$ cat src/rtl/trace_buffer_pkg.sv
// Shared types and constants for the instruction-trace ring: word-select codes,
// default depth and the 65-bit record layout.
package trace_buffer_pkg;

  localparam int TRACE_DEPTH_LOG2_DEF = 4;

  localparam logic [2:0] TRACE_W_IADDR  = 3'd0;
  localparam logic [2:0] TRACE_W_IDATA  = 3'd1;
  localparam logic [2:0] TRACE_W_AADDR  = 3'd2;
  localparam logic [2:0] TRACE_W_ADATA  = 3'd3;
  localparam logic [2:0] TRACE_W_STATUS = 3'd4;

  typedef struct packed {
    logic [15:0] iaddr;
    logic [15:0] idata;
    logic [15:0] aaddr;
    logic [15:0] adata;
    logic        avalid;
  } entry_t;

  function automatic logic [15:0] trace_word(input entry_t e, input logic [2:0] wsel);
    logic [15:0] w;
    w = 16'h0000;
    case (wsel)
      TRACE_W_IADDR:  w = e.iaddr;
      TRACE_W_IDATA:  w = e.idata;
      TRACE_W_AADDR:  w = e.aaddr;
      TRACE_W_ADATA:  w = e.adata;
      TRACE_W_STATUS: w = {15'd0, e.avalid};
      default:        w = 16'h0000;
    endcase
    return w;
  endfunction

endpackage

$ cat src/rtl/trace_buffer_if.sv
// Snoop/control/status bundle between the debug-port logic and the trace ring.
interface trace_buffer_if #(parameter int DEPTH_LOG2 = 4);
  logic                  COMMIT;
  logic [15:0]           SNOOP_INST_ADDR;
  logic [15:0]           SNOOP_INST_DATA;
  logic [15:0]           SNOOP_ARG_ADDR;
  logic [15:0]           SNOOP_ARG_DATA;
  logic                  SNOOP_ARG_VALID;
  logic                  TRACE_EN;
  logic                  TRACE_WRAP;
  logic                  TRACE_CLEAR;
  logic                  TRACE_POP;
  logic [2:0]            TRACE_WSEL;
  logic [15:0]           TRACE_DOUT;
  logic [DEPTH_LOG2:0]   TRACE_COUNT;
  logic                  TRACE_EMPTY;
  logic                  TRACE_FULL;
  logic                  TRACE_OVERFLOW;

  modport master (
    output COMMIT, SNOOP_INST_ADDR, SNOOP_INST_DATA, SNOOP_ARG_ADDR, SNOOP_ARG_DATA,
           SNOOP_ARG_VALID, TRACE_EN, TRACE_WRAP, TRACE_CLEAR, TRACE_POP, TRACE_WSEL,
    input  TRACE_DOUT, TRACE_COUNT, TRACE_EMPTY, TRACE_FULL, TRACE_OVERFLOW
  );

  modport slave (
    input  COMMIT, SNOOP_INST_ADDR, SNOOP_INST_DATA, SNOOP_ARG_ADDR, SNOOP_ARG_DATA,
           SNOOP_ARG_VALID, TRACE_EN, TRACE_WRAP, TRACE_CLEAR, TRACE_POP, TRACE_WSEL,
    output TRACE_DOUT, TRACE_COUNT, TRACE_EMPTY, TRACE_FULL, TRACE_OVERFLOW
  );
endinterface

$ cat src/rtl/trace_ram.sv
// Simple dual-port record store: synchronous write, asynchronous read.
// Left without reset so it maps onto distributed RAM.
module trace_ram
  import trace_buffer_pkg::*;
#(
  parameter int DEPTH_LOG2 = TRACE_DEPTH_LOG2_DEF
) (
  input  logic                  clk,
  input  logic                  we,
  input  logic [DEPTH_LOG2-1:0] waddr,
  input  entry_t                wdata,
  input  logic [DEPTH_LOG2-1:0] raddr,
  output entry_t                rdata
);

  entry_t mem [0:(1<<DEPTH_LOG2)-1];

  always_ff @(posedge clk) begin
    if (we) mem[waddr] <= wdata;
  end

  assign rdata = mem[raddr];

endmodule

$ cat src/rtl/trace_buffer.sv
// Circular instruction-trace store: captures one record per committed
// instruction and drains oldest-first one 16-bit word at a time.
module trace_buffer
  import trace_buffer_pkg::*;
#(
  parameter int DEPTH_LOG2 = TRACE_DEPTH_LOG2_DEF
) (
  input  logic CLK,
  input  logic RESET,
  trace_buffer_if.slave tb_if
);

  localparam logic [DEPTH_LOG2:0] DEPTH_CNT = (DEPTH_LOG2+1)'(1 << DEPTH_LOG2);

  logic [DEPTH_LOG2-1:0] wr_ptr_q, wr_ptr_d;
  logic [DEPTH_LOG2-1:0] rd_ptr_q, rd_ptr_d;
  logic [DEPTH_LOG2:0]   count_q, count_d;
  logic                  ovf_q, ovf_d;
  logic                  commit_dly_q, commit_dly_d;
  logic [15:0]           dout_q, dout_d;

  logic   cap, empty, full, we;
  entry_t wr_entry, rd_entry;

  // ARG fields settle one cycle after COMMIT, so capture fires off the delayed strobe
  assign cap   = commit_dly_q & tb_if.TRACE_EN;
  assign empty = (count_q == '0);
  assign full  = (count_q == DEPTH_CNT);

  assign wr_entry = {tb_if.SNOOP_INST_ADDR, tb_if.SNOOP_INST_DATA,
                     tb_if.SNOOP_ARG_ADDR, tb_if.SNOOP_ARG_DATA, tb_if.SNOOP_ARG_VALID};

  trace_ram #(.DEPTH_LOG2(DEPTH_LOG2)) u_ram (
    .clk   (CLK),
    .we    (we),
    .waddr (wr_ptr_q),
    .wdata (wr_entry),
    .raddr (rd_ptr_q),
    .rdata (rd_entry)
  );

  always_comb begin
    wr_ptr_d     = wr_ptr_q;
    rd_ptr_d     = rd_ptr_q;
    count_d      = count_q;
    ovf_d        = ovf_q;
    we           = 1'b0;
    commit_dly_d = tb_if.COMMIT;

    if (tb_if.TRACE_CLEAR) begin
      wr_ptr_d = '0;
      rd_ptr_d = '0;
      count_d  = '0;
      ovf_d    = 1'b0;
    end else if (cap && tb_if.TRACE_POP && !empty) begin
      we       = 1'b1;
      wr_ptr_d = wr_ptr_q + 1'b1;
      rd_ptr_d = rd_ptr_q + 1'b1;
    end else if (cap && !full) begin
      // also covers CAP+POP on an empty ring: the pop has nothing to discard
      we       = 1'b1;
      wr_ptr_d = wr_ptr_q + 1'b1;
      count_d  = count_q + 1'b1;
    end else if (cap && tb_if.TRACE_WRAP) begin
      we       = 1'b1;
      wr_ptr_d = wr_ptr_q + 1'b1;
      rd_ptr_d = rd_ptr_q + 1'b1;
      ovf_d    = 1'b1;
    end else if (cap) begin
      ovf_d    = 1'b1;
    end else if (tb_if.TRACE_POP && !empty) begin
      rd_ptr_d = rd_ptr_q + 1'b1;
      count_d  = count_q - 1'b1;
    end

    dout_d = empty ? 16'h0000 : trace_word(rd_entry, tb_if.TRACE_WSEL);
  end

  always_ff @(posedge CLK) begin
    if (RESET) begin
      wr_ptr_q     <= '0;
      rd_ptr_q     <= '0;
      count_q      <= '0;
      ovf_q        <= 1'b0;
      commit_dly_q <= 1'b0;
      dout_q       <= 16'h0000;
    end else begin
      wr_ptr_q     <= wr_ptr_d;
      rd_ptr_q     <= rd_ptr_d;
      count_q      <= count_d;
      ovf_q        <= ovf_d;
      commit_dly_q <= commit_dly_d;
      dout_q       <= dout_d;
    end
  end

  assign tb_if.TRACE_DOUT     = dout_q;
  assign tb_if.TRACE_COUNT    = count_q;
  assign tb_if.TRACE_EMPTY    = empty;
  assign tb_if.TRACE_FULL     = full;
  assign tb_if.TRACE_OVERFLOW = ovf_q;

endmodule
$ cat src/flat_wrapper.sv
// flat-port wrapper written by rule: the top's interface ports become plain ports
module trace_buffer_flat import trace_buffer_pkg::*;
#(
  parameter int DEPTH_LOG2 = TRACE_DEPTH_LOG2_DEF
)
  (CLK, RESET, tb_if_COMMIT, tb_if_SNOOP_INST_ADDR, tb_if_SNOOP_INST_DATA, tb_if_SNOOP_ARG_ADDR, tb_if_SNOOP_ARG_DATA, tb_if_SNOOP_ARG_VALID, tb_if_TRACE_EN, tb_if_TRACE_WRAP, tb_if_TRACE_CLEAR, tb_if_TRACE_POP, tb_if_TRACE_WSEL, tb_if_TRACE_DOUT, tb_if_TRACE_COUNT, tb_if_TRACE_EMPTY, tb_if_TRACE_FULL, tb_if_TRACE_OVERFLOW);
  trace_buffer_if #(.DEPTH_LOG2(DEPTH_LOG2)) tb_if_i ();
  input  logic CLK;
  input  logic RESET;
  input wire logic [$bits(tb_if_i.COMMIT)-1:0] tb_if_COMMIT;
  input wire logic [$bits(tb_if_i.SNOOP_INST_ADDR)-1:0] tb_if_SNOOP_INST_ADDR;
  input wire logic [$bits(tb_if_i.SNOOP_INST_DATA)-1:0] tb_if_SNOOP_INST_DATA;
  input wire logic [$bits(tb_if_i.SNOOP_ARG_ADDR)-1:0] tb_if_SNOOP_ARG_ADDR;
  input wire logic [$bits(tb_if_i.SNOOP_ARG_DATA)-1:0] tb_if_SNOOP_ARG_DATA;
  input wire logic [$bits(tb_if_i.SNOOP_ARG_VALID)-1:0] tb_if_SNOOP_ARG_VALID;
  input wire logic [$bits(tb_if_i.TRACE_EN)-1:0] tb_if_TRACE_EN;
  input wire logic [$bits(tb_if_i.TRACE_WRAP)-1:0] tb_if_TRACE_WRAP;
  input wire logic [$bits(tb_if_i.TRACE_CLEAR)-1:0] tb_if_TRACE_CLEAR;
  input wire logic [$bits(tb_if_i.TRACE_POP)-1:0] tb_if_TRACE_POP;
  input wire logic [$bits(tb_if_i.TRACE_WSEL)-1:0] tb_if_TRACE_WSEL;
  output wire logic [$bits(tb_if_i.TRACE_DOUT)-1:0] tb_if_TRACE_DOUT;
  output wire logic [$bits(tb_if_i.TRACE_COUNT)-1:0] tb_if_TRACE_COUNT;
  output wire logic [$bits(tb_if_i.TRACE_EMPTY)-1:0] tb_if_TRACE_EMPTY;
  output wire logic [$bits(tb_if_i.TRACE_FULL)-1:0] tb_if_TRACE_FULL;
  output wire logic [$bits(tb_if_i.TRACE_OVERFLOW)-1:0] tb_if_TRACE_OVERFLOW;
  assign tb_if_i.COMMIT = tb_if_COMMIT;
  assign tb_if_i.SNOOP_INST_ADDR = tb_if_SNOOP_INST_ADDR;
  assign tb_if_i.SNOOP_INST_DATA = tb_if_SNOOP_INST_DATA;
  assign tb_if_i.SNOOP_ARG_ADDR = tb_if_SNOOP_ARG_ADDR;
  assign tb_if_i.SNOOP_ARG_DATA = tb_if_SNOOP_ARG_DATA;
  assign tb_if_i.SNOOP_ARG_VALID = tb_if_SNOOP_ARG_VALID;
  assign tb_if_i.TRACE_EN = tb_if_TRACE_EN;
  assign tb_if_i.TRACE_WRAP = tb_if_TRACE_WRAP;
  assign tb_if_i.TRACE_CLEAR = tb_if_TRACE_CLEAR;
  assign tb_if_i.TRACE_POP = tb_if_TRACE_POP;
  assign tb_if_i.TRACE_WSEL = tb_if_TRACE_WSEL;
  assign tb_if_TRACE_DOUT = tb_if_i.TRACE_DOUT;
  assign tb_if_TRACE_COUNT = tb_if_i.TRACE_COUNT;
  assign tb_if_TRACE_EMPTY = tb_if_i.TRACE_EMPTY;
  assign tb_if_TRACE_FULL = tb_if_i.TRACE_FULL;
  assign tb_if_TRACE_OVERFLOW = tb_if_i.TRACE_OVERFLOW;
  trace_buffer #(.DEPTH_LOG2(DEPTH_LOG2)) u_core (.CLK(CLK), .RESET(RESET), .tb_if(tb_if_i));
endmodule
$ cat config.mk
export PLATFORM = sky130hd
export DESIGN_NAME = trace_buffer_flat
export DESIGN_NICKNAME = d
export VERILOG_FILES = /design/src/rtl/trace_buffer_pkg.sv /design/src/rtl/trace_buffer_if.sv /design/src/rtl/trace_ram.sv /design/src/rtl/trace_buffer.sv /design/src/flat_wrapper.sv
export SDC_FILE = /design/constraint.sdc
export NUM_CORES = 1
export LEC_CHECK = 0
export ABC_CLOCK_PERIOD_IN_PS = 7040
export CAP_MARGIN = 20
export CORE_MARGIN = 2
export CORE_UTILIZATION = 50
export CTS_CLUSTER_DIAMETER = 120
export DETAILED_ROUTE_END_ITERATION = 12
export GPL_ROUTABILITY_DRIVEN = 0
export PLACE_DENSITY = 0.69
export SYNTH_ARGS = -nofsm -noshare
export SYNTH_HDL_FRONTEND = slang
export SYNTH_SLANG_ARGS = --single-unit
$ cat constraint.sdc
create_clock -name CLK -period 7.04 [get_ports CLK]
set_clock_uncertainty 0.1 [all_clocks]
set_input_delay 1.056 -clock CLK [delete_from_list [all_inputs] [get_ports CLK]]
set_output_delay 1.056 -clock CLK [all_outputs]
set_load 0.05 [all_outputs]
==> results_dict.tcl, run 1 <==
set metrics [dict create \
    slowest_stage "clkdlybuf4s50_1" \
    clock_latency_ns 0.68 \
    switching_share 0.201 \
    path_clk_slew_ns 0.06 \
    fin_nets 2071 \
    final_area_sq_mm 0.0471 \
    wire_per_inst_um 29.2 \
    via_per_inst 6.17 \
    rsz0062_at_grt "false" \
    peakVddDrop_uv 205 \
    drt_iter0_markers 2397 \
    critPathCaptureType "output port" \
    synth-main-ff-cell "edfxtp_1" \
    timing.reg2reg.setup_slack_ns 3.41 \
    wl_um 92200 \
    route.detailed.drc 0 \
    layout_commonest_cell "edfxtp_1" \
    post_cts_buffers 0 \
    fmax_mhz 261 \
    antenna_found_initial 10 \
    io_buffers 98 \
    p_comb_frac 0.034 \
    die_h_um 291 \
    synth-seq-cells 1075 \
    slew_viol_final 0 \
    syn_area_per_cell_sq_um 22.5 \
    clock_path_buffers 3 \
    crit_chain "or4_4, nor2_1, clkdlybuf4s50_1" \
    cp.required_ns 5.88 \
    critical_path_arrival_ns 2.67 \
    critPathMaxFanout 6 \
    grt_max_degree 104 \
    min_period_ns 3.83 \
    netlist.area_leader.share 0.760 \
    final_antenna_net_count 0 \
    syn_area_sq_mm 0.0411 \
    hp-class "reg2reg" \
    async_flop_share 0 \
    maxCapViolCount 0 \
    status "finished, final reports clean" \
    setup_viol 0 \
    power_frac_clock 0.436 \
    p_leak_nw 14.4 \
    die-area_sq_mm 0.0844 \
    cts_hold_buf 0 \
    grt_pass1_vias 19900 \
    area_delta_synth_final_pct 14.8 \
    finalHoldViolations 0 \
    cts.sinks 1075 \
    grt-ovfl-total 0 \
    min_period_over_period 0.544 \
    grt_usage 0.220 \
    grt_pass1_wl_um 135000 \
    cpPeakStageDelay_ns 0.85 \
    p_per_area_mw_per_mm2 282 \
    seq_power_share 0.530 \
    whs_ns 0.408 \
    synth_edf_count 1040 \
    finalSetupTns_ns 0 \
    p_int_w 0.0106 \
    synth.distinct_cells 49 \
    core_area_sq_mm 0.0817 \
    rows 105 \
    cts-root-buf "clkbuf_16" \
    total_power_w 0.0133 \
    first_pass_iters 7 \
    fp.dieW_um 291 \
    cts_tree "yes" \
    num_io_pins 99 \
    max_slew_margin 0.266 \
    crit_type "reg2out" \
    synth_fp_nets 1909 \
    yosysWarnings 0 \
    fillers 5802 \
    vias 19500 \
    yosys.area.top_type "edfxtp_1" \
    synth.area.top_cells "edfxtp_1, mux4_2, dfxtp_1, mux2i_1, mux2_2" \
    syn_inst 1825 \
    dpl.hpwl_um 54100 \
    drive_gt1_frac 0.259 \
    final_cell_mix "edfxtp_1, mux4_2, clkbuf_16" \
    yosysSeqAreaShare 0.778 \
    htreeDepth 3 \
    tightestPinTransition_ns 1.10 \
    start_util 0.503 \
    cts_buffers 108 \
    placed_area_sq_mm 0.0435 \
    cts_resized 0 \
    p_sw_w 0.00268 \
    startpoint_type "register" \
]
## cell usage after synthesis (2+ instances only)
cell type,number
nand3_1,18
buf_2,29
edfxtp_1,1040
clkbuf_1,33
o31ai_1,10
ha_1,8
or3_1,2
nand2b_1,5
nor4_1,5
dfxtp_1,35
xnor2_1,7
o211ai_1,6
a21o_1,2
nand2_1,53
o22ai_1,26
a31oi_1,6
nand4_1,4
a2111oi_2,2
nor3_1,7
mux2_2,24
nor4b_1,3
nor2b_1,7
o21ai_1,17
or2_2,2
and3_1,10
nor2_1,45
mux4_2,274
buf_4,11
buf_1,10
a22oi_1,19
inv_1,19
o21ai_0,4
buf_6,7
a21oi_1,22
a2111oi_0,8
xor2_1,2
mux2i_1,30
a32oi_1,2
## power groups by stage
stage | registers [W] | clock network [W] | logic [W]
floorplan | 0.00719 | 0 | 0.000239
global placement | 0.00718 | 0 | 0.000448
detailed placement | 0.00718 | 0 | 0.000460
CTS | 0.00704 | 0.00588 | 0.000462
global route | 0.00704 | 0.00612 | 0.000490
finish | 0.00704 | 0.00579 | 0.000458
## cell families after synthesis
kind of cell	Yosys count	share of synthesized area
flops	1075	0.778
mux	329	0.164
simple gates	165	0.0189
compound gates	129	0.0211
buf+inv	109	0.0131
xor+xnor	9	0.00192
fa+ha+maj	9	0.00292
## cell type report
| cell class | instances | area (sq um) | share of cell area |
|---|---|---|---|
| multi-input combinational | 641 | 8710 | 0.185 |
| clock buffer | 133 | 2890 | 0.0613 |
| tap | 1070 | 1340 | 0.0284 |
| clock inverter | 72 | 748 | 0.0159 |
| timing repair buffer | 142 | 1410 | 0.0299 |
| inverter | 19 | 71.3 | 0.00151 |
| antenna | 4 | 10.0 | 0.000212 |
| sequential | 1075 | 31900 | 0.678 |
## per-stage QoR
step                      utilization  worst slack, ns  std cells
after floorplan                     -            0.291       1825
after detailed placement        0.532             2.65       2945
after global routing            0.577             3.12       3154
after CTS                       0.576             3.18       3150
final                           0.577             3.21       3156
after global placement          0.531             2.69       2943
## final timing paths
path	start	to	cells past startpoint
max	u_core.tb_if.TRACE_COUNT[0]	tb_if_TRACE_EMPTY	3
min	u_core.tb_if.TRACE_OVERFLOW	u_core.tb_if.TRACE_OVERFLOW	2
max reg2reg	register	u_core.tb_if.TRACE_DOUT[9]	5
min reg2reg	u_core.tb_if.TRACE_OVERFLOW	u_core.tb_if.TRACE_OVERFLOW	2
## flip-flops by register name (all words and copies together) (netlist names), named ones only
signal / flops
u_core.commit_dly_q: 1
u_core.wr_ptr_q: 4
u_core.tb_if.TRACE_DOUT: 16
u_core.rd_ptr_q: 4
u_core.tb_if.TRACE_COUNT: 5
u_core.u_ram.mem: 1040
u_core.tb_if.TRACE_OVERFLOW: 1
## critical path: cells and delay by family (launching register included)
kind | cells | cell delay (ns)
buffers and inverters | 1 | 0.85
and+or+nand+nor | 2 | 0.77
DFF | 1 | 0.39
## metal layers
layer  wire length (um)  vias to the layer above  global-route usage
li1                   -                     8072                   -
met5                 40                        -                   0
met2              43800                      877               0.341
met4               3070                        6              0.0743
met1              38200                    10400               0.316
met3               7130                      167              0.0455
No activity file was read; power rests on OpenSTA's default activity.
==> run 2, diff against run 1 <==
ABC_CLOCK_PERIOD_IN_PS = 3750   (was 7040)
PLACE_DENSITY = 0.67   (was 0.69)
clock period = 3.75 ns   (was 7.04 ns; I/O delays follow)
==> results_dict.tcl, run 2 (synthesis results as in run 1) <==
set metrics [dict create \
    final_antenna_net_count 0 \
    layout_commonest_cell "edfxtp_1" \
    htreeDepth 3 \
    max_slew_margin 0.266 \
    critPathCaptureType "output port" \
    p_leak_nw 14.5 \
    die_h_um 291 \
    whs_ns 0.343 \
    grt_pass1_vias 20300 \
    cp-endpoint "tb_if_TRACE_EMPTY" \
    p_per_area_mw_per_mm2 508 \
    post_cts_buffers 0 \
    io_buffers 98 \
    drive_gt1_frac 0.268 \
    fp.dieW_um 291 \
    peakVddDrop_uv 415 \
    dpl.hpwl_um 54100 \
    fillers 5871 \
    finalHoldViolations 0 \
    placed_area_sq_mm 0.0441 \
    hp-class "in2reg" \
    tightestPinTransition_ns 1.09 \
    cts_hold_buf 0 \
    path_clk_slew_ns 0.06 \
    status "finished, final reports clean" \
    final_area_sq_mm 0.0474 \
    total_power_w 0.0241 \
    wire_per_inst_um 29.9 \
    fin_nets 2105 \
    slew_viol_final 0 \
    wl_um 95200 \
    largest_reg_flops 1040 \
    post-place-ws_ns 0.512 \
    vias 19700 \
    crit_type "reg2out" \
    min_period_ns 3.32 \
    die-area_sq_mm 0.0844 \
    grt_pass1_wl_um 140000 \
    num_io_pins 99 \
    maxCapViolCount 0 \
    fin_ws_ns 0.431 \
    core_area_sq_mm 0.0817 \
    crit_start "u_core.tb_if.TRACE_COUNT[0]" \
    post-route-util 0.580 \
    via_per_inst 6.18 \
    critical_path_arrival_ns 2.66 \
    min_period_over_period 0.885 \
    start_util 0.503 \
    cts_resized 0 \
    cts.sinks 1075 \
    rsz0062_at_grt "false" \
    clock_latency_ns 0.69 \
    critPathMaxFanout 6 \
    cts_buffers 105 \
    grt-ovfl-total 0 \
    route.detailed.drc 0 \
    drt_iter0_markers 2294 \
    cts_tree "yes" \
    rows 105 \
    timing.reg2reg.setup_slack_ns 0.67 \
    clock_path_buffers 3 \
    timing.rr.end "u_core.tb_if.TRACE_DOUT[8]" \
    cp.required_ns 3.09 \
    fmax_mhz 301 \
    final_cell_mix "edfxtp_1, mux4_2, clkbuf_16" \
    top_register "u_core.u_ram.mem" \
    grt_max_degree 66 \
    area_delta_synth_final_pct 15.4 \
    setup_viol 0 \
    antenna_found_initial 9 \
    worstRegToRegCells 5 \
    first_pass_iters 5 \
    grt_usage 0.228 \
    startpoint_type "register" \
    cts-root-buf "clkbuf_16" \
]
## run 2: changes by cell type in the layout (fill, tap and decap cells not counted), sizes merged
cell and change:
buf +39, clkinv +4, inv +1, clkinvlp -2, bufinv -10, clkbuf -5
## run 2: critical path: stages, from the launching register on
cell	delay, ns
dfxtp_1	0.38
or4_4	0.61
nor2_1	0.15
clkdlybuf4s50_1	0.83
## run 2: how the worst min path moves through the flow
stage	slack (ns)	end	startpoint	cells past startpoint
2_1_floorplan	0.38	register	u_core.rd_ptr_q[3]	2
3_3_place_gp	0.35	u_core.tb_if.TRACE_OVERFLOW	u_core.tb_if.TRACE_OVERFLOW	2
3_5_place_dp	0.41	u_core.tb_if.TRACE_OVERFLOW	u_core.tb_if.TRACE_OVERFLOW	2
4_1_cts	0.31	u_core.commit_dly_q	tb_if_COMMIT	2
5_1_grt	0.35	u_core.commit_dly_q	tb_if_COMMIT	2
6_report	0.34	u_core.commit_dly_q	tb_if_COMMIT	2
## run 2: final cells by class
| cell class | instances | area (sq um) | area share |
|---|---|---|---|
| clock inverter | 65 | 492 | 0.0104 |
| clock buffer | 130 | 2780 | 0.0587 |
| multi-input combinational | 641 | 8740 | 0.184 |
| tap | 1070 | 1340 | 0.0282 |
| sequential | 1075 | 31900 | 0.674 |
| inverter | 19 | 71.3 | 0.00150 |
| timing repair buffer | 179 | 2020 | 0.0427 |
| antenna | 4 | 10.0 | 0.000211 |
## run 2: routing by layer
metal,vias to the layer above,share of wire,global-route usage,routed length (um)
met4,6,0.025,0.0686,2350
li1,8143,-,-,-
met2,772,0.49,0.371,47100
met5,-,0.00036,0,34
met3,146,0.064,0.0362,6080
met1,10600,0.42,0.322,39700
## run 2: power breakdown
part           total, W  internal (W)  leakage (nW)  switching (W)
clock network   0.00996       0.00551          1.62        0.00445
logic          0.000880      0.000377          3.25       0.000503
registers        0.0132        0.0132          9.64      0.0000272
total            0.0241        0.0191          14.5        0.00499
## run 2: metrics by stage
| stage | setup TNS (ns) | cells |
|---|---|---|
| after floorplan | -931.33 | 1825 |
| after detailed placement | 0 | 2984 |
| after global routing | 0 | 3181 |
| after global placement | 0 | 2983 |
| final | 0 | 3183 |
| after CTS | 0 | 3179 |
